--- src/rtl/fp_stream_source_if.sv ---
// Control, outgoing/incoming AXI-Stream and status signals of fp_stream_source,
// bundled so the block and its environment connect through one port.
interface fp_stream_source_if #(
  parameter int DATA_WIDTH = 32,
  parameter int ADDR_WIDTH = 10
);
  logic                    wr_en;
  logic [ADDR_WIDTH-1:0]   wr_addr;
  logic [DATA_WIDTH-1:0]   wr_data;
  logic                    start;

  logic                    m00_axis_tvalid;
  logic [DATA_WIDTH-1:0]   m00_axis_tdata;
  logic [DATA_WIDTH/8-1:0] m00_axis_tstrb;
  logic                    m00_axis_tlast;
  logic                    m00_axis_tready;

  logic                    s00_axis_tready;
  logic [DATA_WIDTH-1:0]   s00_axis_tdata;
  logic                    s00_axis_tlast;
  logic                    s00_axis_tvalid;

  logic                    busy;
  logic                    done;
  logic                    error;
  logic [DATA_WIDTH-1:0]   result;

  // master: the stream source itself; slave: control side plus accelerator.
  modport master (
    input  wr_en, wr_addr, wr_data, start,
    input  m00_axis_tready,
    input  s00_axis_tdata, s00_axis_tlast, s00_axis_tvalid,
    output m00_axis_tvalid, m00_axis_tdata, m00_axis_tstrb, m00_axis_tlast,
    output s00_axis_tready,
    output busy, done, error, result
  );

  modport slave (
    output wr_en, wr_addr, wr_data, start,
    output m00_axis_tready,
    output s00_axis_tdata, s00_axis_tlast, s00_axis_tvalid,
    input  m00_axis_tvalid, m00_axis_tdata, m00_axis_tstrb, m00_axis_tlast,
    input  s00_axis_tready,
    input  busy, done, error, result
  );
endinterface

--- src/rtl/fp_stream_source.sv ---
// Streams a SIZE-word buffer as one AXI-Stream packet, then waits (bounded by
// TIMEOUT cycles) for a single-word result packet and latches it.
module fp_stream_source #(
  parameter int SIZE       = 10,
  parameter int DATA_WIDTH = 32,
  parameter int ADDR_WIDTH = 10,
  parameter int TIMEOUT    = 1024
) (
  input  logic               s00_axi_aclk,
  input  logic               s00_axi_aresetn,
  fp_stream_source_if.master bus
);

  localparam int          IDX_W  = $clog2(SIZE);
  localparam int          CNT_W  = (TIMEOUT > 1) ? $clog2(TIMEOUT) : 1;
  localparam logic [31:0] SIZE_U = SIZE;

  typedef enum logic [1:0] {
    ST_IDLE,
    ST_SEND,
    ST_WAIT,
    ST_DONE
  } state_t;

  state_t                  r_state,    w_state_next;
  logic                    r_tvalid,   w_tvalid_next;
  logic [DATA_WIDTH-1:0]   r_tdata,    w_tdata_next;
  logic                    r_tlast,    w_tlast_next;
  logic                    r_s_tready, w_s_tready_next;
  logic                    r_error,    w_error_next;
  logic [DATA_WIDTH-1:0]   r_result,   w_result_next;
  logic [IDX_W-1:0]        r_idx,      w_idx_next;
  logic [CNT_W-1:0]        r_cnt,      w_cnt_next;

  logic [DATA_WIDTH-1:0]   r_buf [SIZE];

  logic                    w_buf_we;
  logic                    w_addr_ok;
  logic [IDX_W-1:0]        w_idx_inc;
  logic                    w_last_beat;
  logic                    w_timeout;

  assign w_addr_ok   = (32'(bus.wr_addr) < SIZE_U);
  assign w_idx_inc   = r_idx + 1'b1;
  assign w_last_beat = (r_idx == IDX_W'(SIZE - 1));
  assign w_timeout   = (r_cnt == CNT_W'(TIMEOUT - 1));

  // NOTE: the packet buffer carries no reset; its contents are only defined by
  // control-side writes, and leaving it unreset lets it map onto plain RAM.
  always_ff @(posedge s00_axi_aclk) begin
    if (w_buf_we) begin
      r_buf[bus.wr_addr[IDX_W-1:0]] <= bus.wr_data;
    end
  end

  // NOTE: every output of this process gets a default first, so no path through
  // the case statement can leave a signal unassigned and infer a latch.
  always_comb begin
    w_state_next    = r_state;
    w_tvalid_next   = r_tvalid;
    w_tdata_next    = r_tdata;
    w_tlast_next    = r_tlast;
    w_s_tready_next = r_s_tready;
    w_error_next    = r_error;
    w_result_next   = r_result;
    w_idx_next      = r_idx;
    w_cnt_next      = r_cnt;
    w_buf_we        = 1'b0;

    case (r_state)
      ST_IDLE, ST_DONE: begin
        // A start in the same cycle as a write wins; the write is dropped.
        if (bus.start) begin
          w_state_next  = ST_SEND;
          w_tvalid_next = 1'b1;
          w_tdata_next  = r_buf[0];
          w_tlast_next  = (SIZE == 1);
          w_idx_next    = '0;
          w_error_next  = 1'b0;
        end else if (bus.wr_en && w_addr_ok) begin
          w_buf_we = 1'b1;
        end
      end

      ST_SEND: begin
        if (bus.m00_axis_tready) begin
          if (w_last_beat) begin
            w_state_next    = ST_WAIT;
            w_tvalid_next   = 1'b0;
            w_tlast_next    = 1'b0;
            w_s_tready_next = 1'b1;
            w_cnt_next      = '0;
          end else begin
            w_idx_next   = w_idx_inc;
            w_tdata_next = r_buf[w_idx_inc];
            w_tlast_next = (w_idx_inc == IDX_W'(SIZE - 1));
          end
        end
      end

      ST_WAIT: begin
        // A result arriving in the timeout cycle takes priority over the timeout.
        if (bus.s00_axis_tvalid) begin
          w_state_next    = ST_DONE;
          w_result_next   = bus.s00_axis_tdata;
          w_error_next    = !bus.s00_axis_tlast;
          w_s_tready_next = 1'b0;
        end else if (w_timeout) begin
          w_state_next    = ST_DONE;
          w_error_next    = 1'b1;
          w_s_tready_next = 1'b0;
        end else begin
          w_cnt_next = r_cnt + 1'b1;
        end
      end

      default: w_state_next = ST_IDLE;
    endcase
  end

  // NOTE: sequential state uses non-blocking assignments so all registers
  // update together from values sampled before the edge.
  always_ff @(posedge s00_axi_aclk or negedge s00_axi_aresetn) begin
    if (!s00_axi_aresetn) begin
      r_state    <= ST_IDLE;
      r_tvalid   <= 1'b0;
      r_tdata    <= '0;
      r_tlast    <= 1'b0;
      r_s_tready <= 1'b0;
      r_error    <= 1'b0;
      r_result   <= '0;
      r_idx      <= '0;
      r_cnt      <= '0;
    end else begin
      r_state    <= w_state_next;
      r_tvalid   <= w_tvalid_next;
      r_tdata    <= w_tdata_next;
      r_tlast    <= w_tlast_next;
      r_s_tready <= w_s_tready_next;
      r_error    <= w_error_next;
      r_result   <= w_result_next;
      r_idx      <= w_idx_next;
      r_cnt      <= w_cnt_next;
    end
  end

  assign bus.m00_axis_tvalid = r_tvalid;
  assign bus.m00_axis_tdata  = r_tdata;
  assign bus.m00_axis_tstrb  = '1;
  assign bus.m00_axis_tlast  = r_tlast;
  assign bus.s00_axis_tready = r_s_tready;
  assign bus.busy            = (r_state == ST_SEND) || (r_state == ST_WAIT);
  assign bus.done            = (r_state == ST_DONE);
  assign bus.error           = r_error;
  assign bus.result          = r_result;

endmodule

--- src/flat_wrapper.sv ---
// flat-port wrapper written by rule: the top's interface ports become plain ports
module fp_stream_source_flat 
#(
  parameter int SIZE       = 10,
  parameter int DATA_WIDTH = 32,
  parameter int ADDR_WIDTH = 10,
  parameter int TIMEOUT    = 1024
)
  (s00_axi_aclk, s00_axi_aresetn, bus_wr_en, bus_wr_addr, bus_wr_data, bus_start, bus_m00_axis_tready, bus_s00_axis_tdata, bus_s00_axis_tlast, bus_s00_axis_tvalid, bus_m00_axis_tvalid, bus_m00_axis_tdata, bus_m00_axis_tstrb, bus_m00_axis_tlast, bus_s00_axis_tready, bus_busy, bus_done, bus_error, bus_result);
  fp_stream_source_if #(.DATA_WIDTH(DATA_WIDTH), .ADDR_WIDTH(ADDR_WIDTH)) bus_i ();
  input  logic s00_axi_aclk;
  input  logic s00_axi_aresetn;
  input wire logic [$bits(bus_i.wr_en)-1:0] bus_wr_en;
  input wire logic [$bits(bus_i.wr_addr)-1:0] bus_wr_addr;
  input wire logic [$bits(bus_i.wr_data)-1:0] bus_wr_data;
  input wire logic [$bits(bus_i.start)-1:0] bus_start;
  input wire logic [$bits(bus_i.m00_axis_tready)-1:0] bus_m00_axis_tready;
  input wire logic [$bits(bus_i.s00_axis_tdata)-1:0] bus_s00_axis_tdata;
  input wire logic [$bits(bus_i.s00_axis_tlast)-1:0] bus_s00_axis_tlast;
  input wire logic [$bits(bus_i.s00_axis_tvalid)-1:0] bus_s00_axis_tvalid;
  output wire logic [$bits(bus_i.m00_axis_tvalid)-1:0] bus_m00_axis_tvalid;
  output wire logic [$bits(bus_i.m00_axis_tdata)-1:0] bus_m00_axis_tdata;
  output wire logic [$bits(bus_i.m00_axis_tstrb)-1:0] bus_m00_axis_tstrb;
  output wire logic [$bits(bus_i.m00_axis_tlast)-1:0] bus_m00_axis_tlast;
  output wire logic [$bits(bus_i.s00_axis_tready)-1:0] bus_s00_axis_tready;
  output wire logic [$bits(bus_i.busy)-1:0] bus_busy;
  output wire logic [$bits(bus_i.done)-1:0] bus_done;
  output wire logic [$bits(bus_i.error)-1:0] bus_error;
  output wire logic [$bits(bus_i.result)-1:0] bus_result;
  assign bus_i.wr_en = bus_wr_en;
  assign bus_i.wr_addr = bus_wr_addr;
  assign bus_i.wr_data = bus_wr_data;
  assign bus_i.start = bus_start;
  assign bus_i.m00_axis_tready = bus_m00_axis_tready;
  assign bus_i.s00_axis_tdata = bus_s00_axis_tdata;
  assign bus_i.s00_axis_tlast = bus_s00_axis_tlast;
  assign bus_i.s00_axis_tvalid = bus_s00_axis_tvalid;
  assign bus_m00_axis_tvalid = bus_i.m00_axis_tvalid;
  assign bus_m00_axis_tdata = bus_i.m00_axis_tdata;
  assign bus_m00_axis_tstrb = bus_i.m00_axis_tstrb;
  assign bus_m00_axis_tlast = bus_i.m00_axis_tlast;
  assign bus_s00_axis_tready = bus_i.s00_axis_tready;
  assign bus_busy = bus_i.busy;
  assign bus_done = bus_i.done;
  assign bus_error = bus_i.error;
  assign bus_result = bus_i.result;
  fp_stream_source #(.SIZE(SIZE), .DATA_WIDTH(DATA_WIDTH), .ADDR_WIDTH(ADDR_WIDTH), .TIMEOUT(TIMEOUT)) u_core (.s00_axi_aclk(s00_axi_aclk), .s00_axi_aresetn(s00_axi_aresetn), .bus(bus_i));
endmodule
--- config.mk ---
export PLATFORM = sky130hd
export DESIGN_NAME = fp_stream_source_flat
export DESIGN_NICKNAME = d
export VERILOG_FILES = /design/src/rtl/fp_stream_source_if.sv /design/src/rtl/fp_stream_source.sv /design/src/flat_wrapper.sv
export SDC_FILE = /design/constraint.sdc
export NUM_CORES = 1
export LEC_CHECK = 0
export ABC_AREA = 1
export CORE_MARGIN = 5
export CORE_UTILIZATION = 55
export DETAILED_ROUTE_END_ITERATION = 6
export PLACE_DENSITY_LB_ADDON = 0.12
export SETUP_SLACK_MARGIN = 0.15
export SYNTH_ARGS = -nofsm -noshare
export SYNTH_HDL_FRONTEND = slang
export SYNTH_SLANG_ARGS = --single-unit
--- constraint.sdc ---
create_clock -name s00_axi_aclk -period 9.6 [get_ports s00_axi_aclk]
set_input_delay 2.88 -clock s00_axi_aclk [delete_from_list [all_inputs] [get_ports s00_axi_aclk]]
set_output_delay 2.88 -clock s00_axi_aclk [all_outputs]
set_load 0.05 [all_outputs]
==> results of run 1 <==
==> logic make-up (layout without fill, tap and decap cells) <==
logic type / Yosys count / count (layout) / synth area share (%)
AOI/OAI and AO/OA: 82 / 82 / 2.474
xor gates and xnor gates: 2 / 2 / 0.1477
adders and majority gates: 8 / 8 / 0.5907
buffers and inverters: 187 / 348 / 4.711
DFF: 404 / 404 / 69.11
muxes: 31 / 31 / 1.831
other: 1 / 4 / 0.02213
and+or+nand+nor: 894 / 894 / 21.11
==> worst min-delay path: stages, from the launching register on <==
cell     delay [ns]
dfrtp_1        0.34
nand2_1        0.05
nand2_1        0.05
==> registers in the layout, indices dropped and copies added, names as in the netlist <==
name and cells:
u_core.r_buf 320, u_core.r_state 2, u_core.bus.m00_axis_tlast 1, u_core.bus.m00_axis_tdata 32, u_core.bus.error 1, u_core.bus.m00_axis_tvalid 1, u_core.bus.s00_axis_tready 1, u_core.r_cnt 10
u_core.r_idx 4, u_core.bus.result 32
==> per-layer routing <==
| metal | part of all wire, % | vias to the layer above | track usage [%] |
|---|---|---|---|
| li1 | - | 5559 | - |
| met1 | 43 | 5524 | 29.80 |
| met2 | 49 | 347 | 37.62 |
| met3 | 6.7 | 52 | 3.381 |
| met4 | 1.8 | 0 | 5.226 |
| met5 | 0 | - | 0 |
==> synth_stat cells <==
cell	n
buf_2	32
nor3_1	3
clkbuf_4	1
nand3_2	1
or2_2	1
nand3_1	145
o21ai_0	38
buf_1	4
xor2_1	1
inv_2	3
nand2_1	565
nor2_1	169
nand3b_1	2
o22ai_1	2
nor2_2	3
o21ai_2	1
edfxtp_1	320
clkbuf_1	30
inv_1	104
dfrtp_1	84
a21oi_1	33
nand4_1	5
o21ai_1	7
conb_1	1
o31ai_1	1
buf_6	1
buf_4	12
mux2i_1	31
ha_1	8
xor2_2	1
==> area by class of cell <==
class,instances,area (µm²)
Inverter,107,402.9
Multi-Input combinational cell,1021,4551
Tap cell,396,495.5
Sequential cell,404,11720
Clock buffer,54,1127
Timing Repair Buffer,164,1604
Clock inverter,23,342.8
Fill cell,2280,10270
==> final timing paths <==
path | to | slack (ns) | cells after the start | startpoint
worst max-delay path | bus_busy | 4.43 | 4 | u_core.r_state[0]
worst min-delay path | u_core.bus.result[27] | 0.47 | 2 | u_core.bus.result[27]
worst max register to register | u_core.bus.m00_axis_tdata[11] | 5.78 | 7 | u_core.r_idx[0]
worst min register to register | u_core.bus.result[27] | 0.47 | 2 | u_core.bus.result[27]
max in group asynchronous | u_core.r_idx[0] | 6.01 | 2 | s00_axi_aresetn
min in group asynchronous | u_core.r_cnt[7] | 2.30 | 1 | s00_axi_aresetn
==> where the power goes <==
part / leakage, nW / total (W) / internal, W / switching (W)
sequential: 3.89 / 0.00214 / 0.00204 / 0.0000975
combinational: 3.48 / 0.00211 / 0.000652 / 0.00146
clock: 0.712 / 0.00170 / 0.00105 / 0.000654
==> per-stage QoR <==
stage	total power (W)	instances	instance area, µm²	setup slack [ns]	util [%]
2_1_floorplan	0.003666	1612	16960	4.392	-
3_3_place_gp	0.004257	2092	18770	4.007	61.52
3_5_place_dp	0.004295	2092	18770	3.969	61.52
4_1_cts	0.006001	2169	20240	4.414	66.33
5_1_grt	0.006300	2169	20240	4.302	66.33
6_report	0.005954	2169	20240	4.432	66.33
==> flow_metrics.py, run 1 <==
metrics = {
    "outcome": {
        "outcome": "finished, final reports clean",
    },
    "floorplan": {
        "core-area_um2": 30510,
        "die_w_um": 185.5,
        "chipHeight_um": 185.5,
        "die_area_um2": 34420,
        "io-pin-count": 155,
        "start_util_pct": 55.54,
        "rows": 64,
    },
    "flow_run": {
        "maxCapViolations": 0,
    },
    "worst_setup_path": {
        "critical-path-top-delay-family": "buffers and inverters",
        "crit_top_cell": "inv_1",
        "critPathKind": "reg2out",
        "end_kind": "primary output",
        "cp.required_ns": 6.72,
        "crit_fanout": 5,
        "path_cells": "inv_1, ha_1, inv_1, clkdlybuf4s50_1",
        "cpPeakStageDelay_ns": 0.82,
        "path_buf_inv": 3,
        "critPathLaunchType": "register",
        "cp.arrival_ns": 2.29,
        "slowest_stage": "clkdlybuf4s50_1",
    },
    "timing": {
        "rsz0062_at_grt": "no",
        "relSlewSlack_pct": 20.16,
        "fin_skew_ns": 0.01556,
        "period_needed_ns": 5.168,
        "fmax_ghz": 0.1935,
        "setup_viol": 0,
        "timing.hold.ws_ns": 0.4736,
        "setup_tns_ns": 0,
        "tightest_slew_ns": 1.195,
        "hold_viol_final": 0,
        "fin_crit_sh_pct": 53.84,
        "drv_slew": 0,
    },
    "global_routing": {
        "grt_overflow_total": 0,
        "grt_pass1_wl_mm": 59.80,
        "grt_pass1_vias": 11380,
        "grt_max_degree": 77,
        "antenna_found_initial": 0,
        "track_usage_pct": 21.91,
    },
    "place": {
        "port_buffers": 150,
        "place_hpwl_mm": 21.41,
        "gp_congestion": 0.7670,
    },
    "yosys": {
        "synthTopCellsByArea": "edfxtp_1, nand2_1, dfrtp_1",
        "synth-seq-cells": 404,
        "ys_warn_count": 0,
        "yosysSeqAreaShare_pct": 69.11,
        "yosysTopAreaCell": "edfxtp_1",
        "postSynthCellCount": 1609,
        "synth_cell_types": 30,
        "synth_top_cell_area_share_pct": 56.71,
        "avgSynthCellArea_um2": 10.53,
        "syn_area_um2": 16950,
    },
    "clocking": {
        "post_cts_buffers": 0,
        "worst_skew_pair.late_latency_ns": 0.54,
        "cts_root_buffer": "clkbuf_16",
        "cts.path.max_buffers": 3,
        "cts.sinks": 404,
        "cts_resized": 0,
        "cts_hold_buf": 0,
        "cts_buffers": 42,
        "path_clk_slew_ns": 0.06,
        "cts_tree": "done",
        "h-tree-depth": 2,
    },
    "pwr": {
        "ir_worst_vdd_mv": 0.2088,
        "p_leak_nw": 8.081,
        "powerDensity_nw_per_um2": 294.2,
    },
    "finish": {
        "layout.nets": 1829,
        "layout_commonest_cell": "nand2_1",
        "final_cell_mix": "nand2_1, edfxtp_1, nor2_1",
        "antenna_cells": 0,
        "drive_above_1_share_pct": 5.753,
        "area_growth_syn_to_layout_pct": 19.43,
    },
    "drt": {
        "dr.first_iter.drc_count": 838,
        "viasPerCell": 5.294,
        "wl_mm": 37.67,
        "wl_per_cell_um": 17.37,
        "via_count": 11480,
        "drc": 0,
        "dr.pass1.iters": 5,
        "ant_nets": 0,
    },
    "hold_path": {
        "hold_path.class": "reg2reg",
    },
}
(Power assumes the default switching activity.)
==> run 2, diff against run 1 <==
==> constraint.sdc (replaced) <==
create_clock -name s00_axi_aclk -period 5 [get_ports s00_axi_aclk]
set_input_delay 1.5 -clock s00_axi_aclk [delete_from_list [all_inputs] [get_ports s00_axi_aclk]]
set_output_delay 1.5 -clock s00_axi_aclk [all_outputs]
set_load 0.05 [all_outputs]
==> run 2 against run 1 <==
  * Combinational power rose by 92%
  * Clock power rose by 75%
  * Hold slack improved by 0.0053 ns
  * Critical path depth did not move
  * Critical path type unchanged
  * Critical endpoint unchanged
  * Largest cell class unchanged
==> flow_metrics.py, run 2 (synthesis results as in run 1) <==
metrics = {
    "finish": {
        "largest_register_ffs": 320,
        "layout_commonest_cell": "nand2_1",
        "stdcell_count": 2178,
        "drive_above_1_share_pct": 5.668,
        "antenna_cells": 0,
        "final_cell_mix": "nand2_1, edfxtp_1, nor2_1",
        "area_growth_syn_to_layout_pct": 18.91,
        "fin_area_um2": 20150,
        "fin_util_pct": 66.04,
        "layout.nets": 1837,
    },
    "drt": {
        "ant_nets": 0,
        "via_count": 11650,
        "drc": 0,
        "dr.pass1.iters": 5,
        "wl_per_cell_um": 18.00,
        "wl_mm": 39.20,
        "viasPerCell": 5.348,
        "dr.first_iter.drc_count": 926,
    },
    "floorplan": {
        "io-pin-count": 155,
        "die_w_um": 185.5,
        "start_util_pct": 55.54,
        "die_area_um2": 34420,
        "core-area_um2": 30510,
        "chipHeight_um": 185.5,
        "rows": 64,
    },
    "pwr": {
        "p_leak_nw": 8.054,
        "ir_worst_vdd_mv": 0.3789,
        "p_sw_share_pct": 38.37,
        "pwr-share-seq_pct": 37.3,
        "pwr-share-comb_pct": 36.2,
        "powerDensity_nw_per_um2": 555.4,
        "totalPowerFinal_w": 0.01119,
        "p_clk_share_pct": 26.5,
        "p_sw_w": 0.004294,
        "p_int_w": 0.006898,
    },
    "timing": {
        "fin_crit_sh_pct": 75.56,
        "hold_viol_final": 0,
        "rsz0062_at_grt": "no",
        "drv_slew": 0,
        "setup_viol": 0,
        "fin_skew_ns": 0.01242,
        "setup_tns_ns": 0,
        "period_needed_ns": 3.778,
        "fmax_ghz": 0.2647,
        "relSlewSlack_pct": 16.49,
        "tightest_slew_ns": 1.251,
    },
    "global_routing": {
        "grt_pass1_vias": 11620,
        "grt_pass1_wl_mm": 61.34,
        "antenna_found_initial": 0,
        "track_usage_pct": 22.62,
        "grt_overflow_total": 0,
        "grt_max_degree": 92,
    },
    "clocking": {
        "cts.path.max_buffers": 3,
        "h-tree-depth": 2,
        "cts_resized": 0,
        "cts_tree": "done",
        "path_clk_slew_ns": 0.06,
        "worst_skew_pair.late_latency_ns": 0.54,
        "cts_buffers": 42,
        "cts_hold_buf": 0,
        "cts.sinks": 404,
        "post_cts_buffers": 0,
        "cts_root_buffer": "clkbuf_16",
    },
    "worst_setup_path": {
        "critical-path-top-delay-family": "buffers and inverters",
        "regToRegSetupSlack_ns": 1.50,
        "cp.arrival_ns": 2.28,
        "cp.required_ns": 3.50,
        "cpPeakStageDelay_ns": 0.81,
        "critPathKind": "reg2out",
        "crit_top_cell": "inv_1",
        "crit_fanout": 5,
        "path_buf_inv": 3,
        "critPathLaunchType": "register",
        "end_kind": "primary output",
        "slowest_stage": "clkdlybuf4s50_1",
        "path_cells": "inv_1, ha_1, inv_1, clkdlybuf4s50_1",
    },
    "place": {
        "post_dp_cell_area_um2": 18840,
        "gp_congestion": 0.8119,
        "dp.cells": 2100,
        "port_buffers": 150,
        "place_hpwl_mm": 22.49,
    },
    "hold_path": {
        "hold_path.class": "reg2reg",
    },
    "flow_run": {
        "maxCapViolations": 0,
    },
    "outcome": {
        "outcome": "finished, final reports clean",
    },
}
==> run 2: cell types whose count changed in the layout (fill, tap and decap cells not counted), sizes merged <==
cell	delta
buf	+8
bufinv	-5
clkbuf	-1
clkinv	+6
clkinvlp	-2
inv	+3
==> run 2: area by class of cell <==
type                       count  area (µm²)
clock buffer                  53        1102
tap                          396       495.5
sequential                   404       11720
inverter                     107       402.9
fill                        2314       10360
clock inverter                25       206.4
multi-input combinational   1021        4551
timing repair buffer         172        1677
==> run 2: power by group through the flow <==
stage	sequential, W	clock, W	combinational, W
6_report	0.00417	0.00297	0.00405
5_1_grt	0.00421	0.00317	0.00441
4_1_cts	0.00417	0.00302	0.00409
3_5_place_dp	0.00424	0	0.00406
3_3_place_gp	0.00423	0	0.00400
2_1_floorplan	0.00502	0	0.00202
==> run 2: worst register-to-register path, cell delays in order, from the launching register on <==
cell	delay, ns
dfrtp_4	1.15
clkinv_2	0.26
ha_4	0.30
inv_1	0.89
buf_4	0.34
nand2_1	0.10
nand3_1	0.08
nand3_1	0.09
a21oi_1	0.21
==> run 2: final timing paths <==
path,end,from,depth (start not counted)
max,bus_busy,u_core.r_state[0],4
min,u_core.bus.result[20],u_core.bus.result[20],2
max reg2reg,u_core.bus.m00_axis_tdata[23],u_core.r_idx[0],8
min reg2reg,u_core.bus.result[20],u_core.bus.result[20],2
max in group asynchronous,u_core.bus.m00_axis_tdata[13],s00_axi_aresetn,2
min in group asynchronous,u_core.r_cnt[7],s00_axi_aresetn,1
==> run 2: routing by layer <==
layer	up-vias	GRT usage (%)	part of all wire, %
li1	5599	-	-
met1	5598	30.33	42
met2	385	38.74	49
met3	67	3.615	6.9
met4	0	6.312	2.0
met5	-	0	0
==> run 2: per-stage QoR <==
| stage | setup WS [ns] | hold WS, ns |
|---|---|---|
| final | 1.222 | 0.4789 |
| after global routing | 1.116 | 0.5018 |
| after CTS | 1.208 | 0.4818 |
| after detailed placement | 0.9929 | 0.4661 |
| after global placement | 1.009 | 0.4607 |
| after floorplan | 1.172 | 0.4805 |
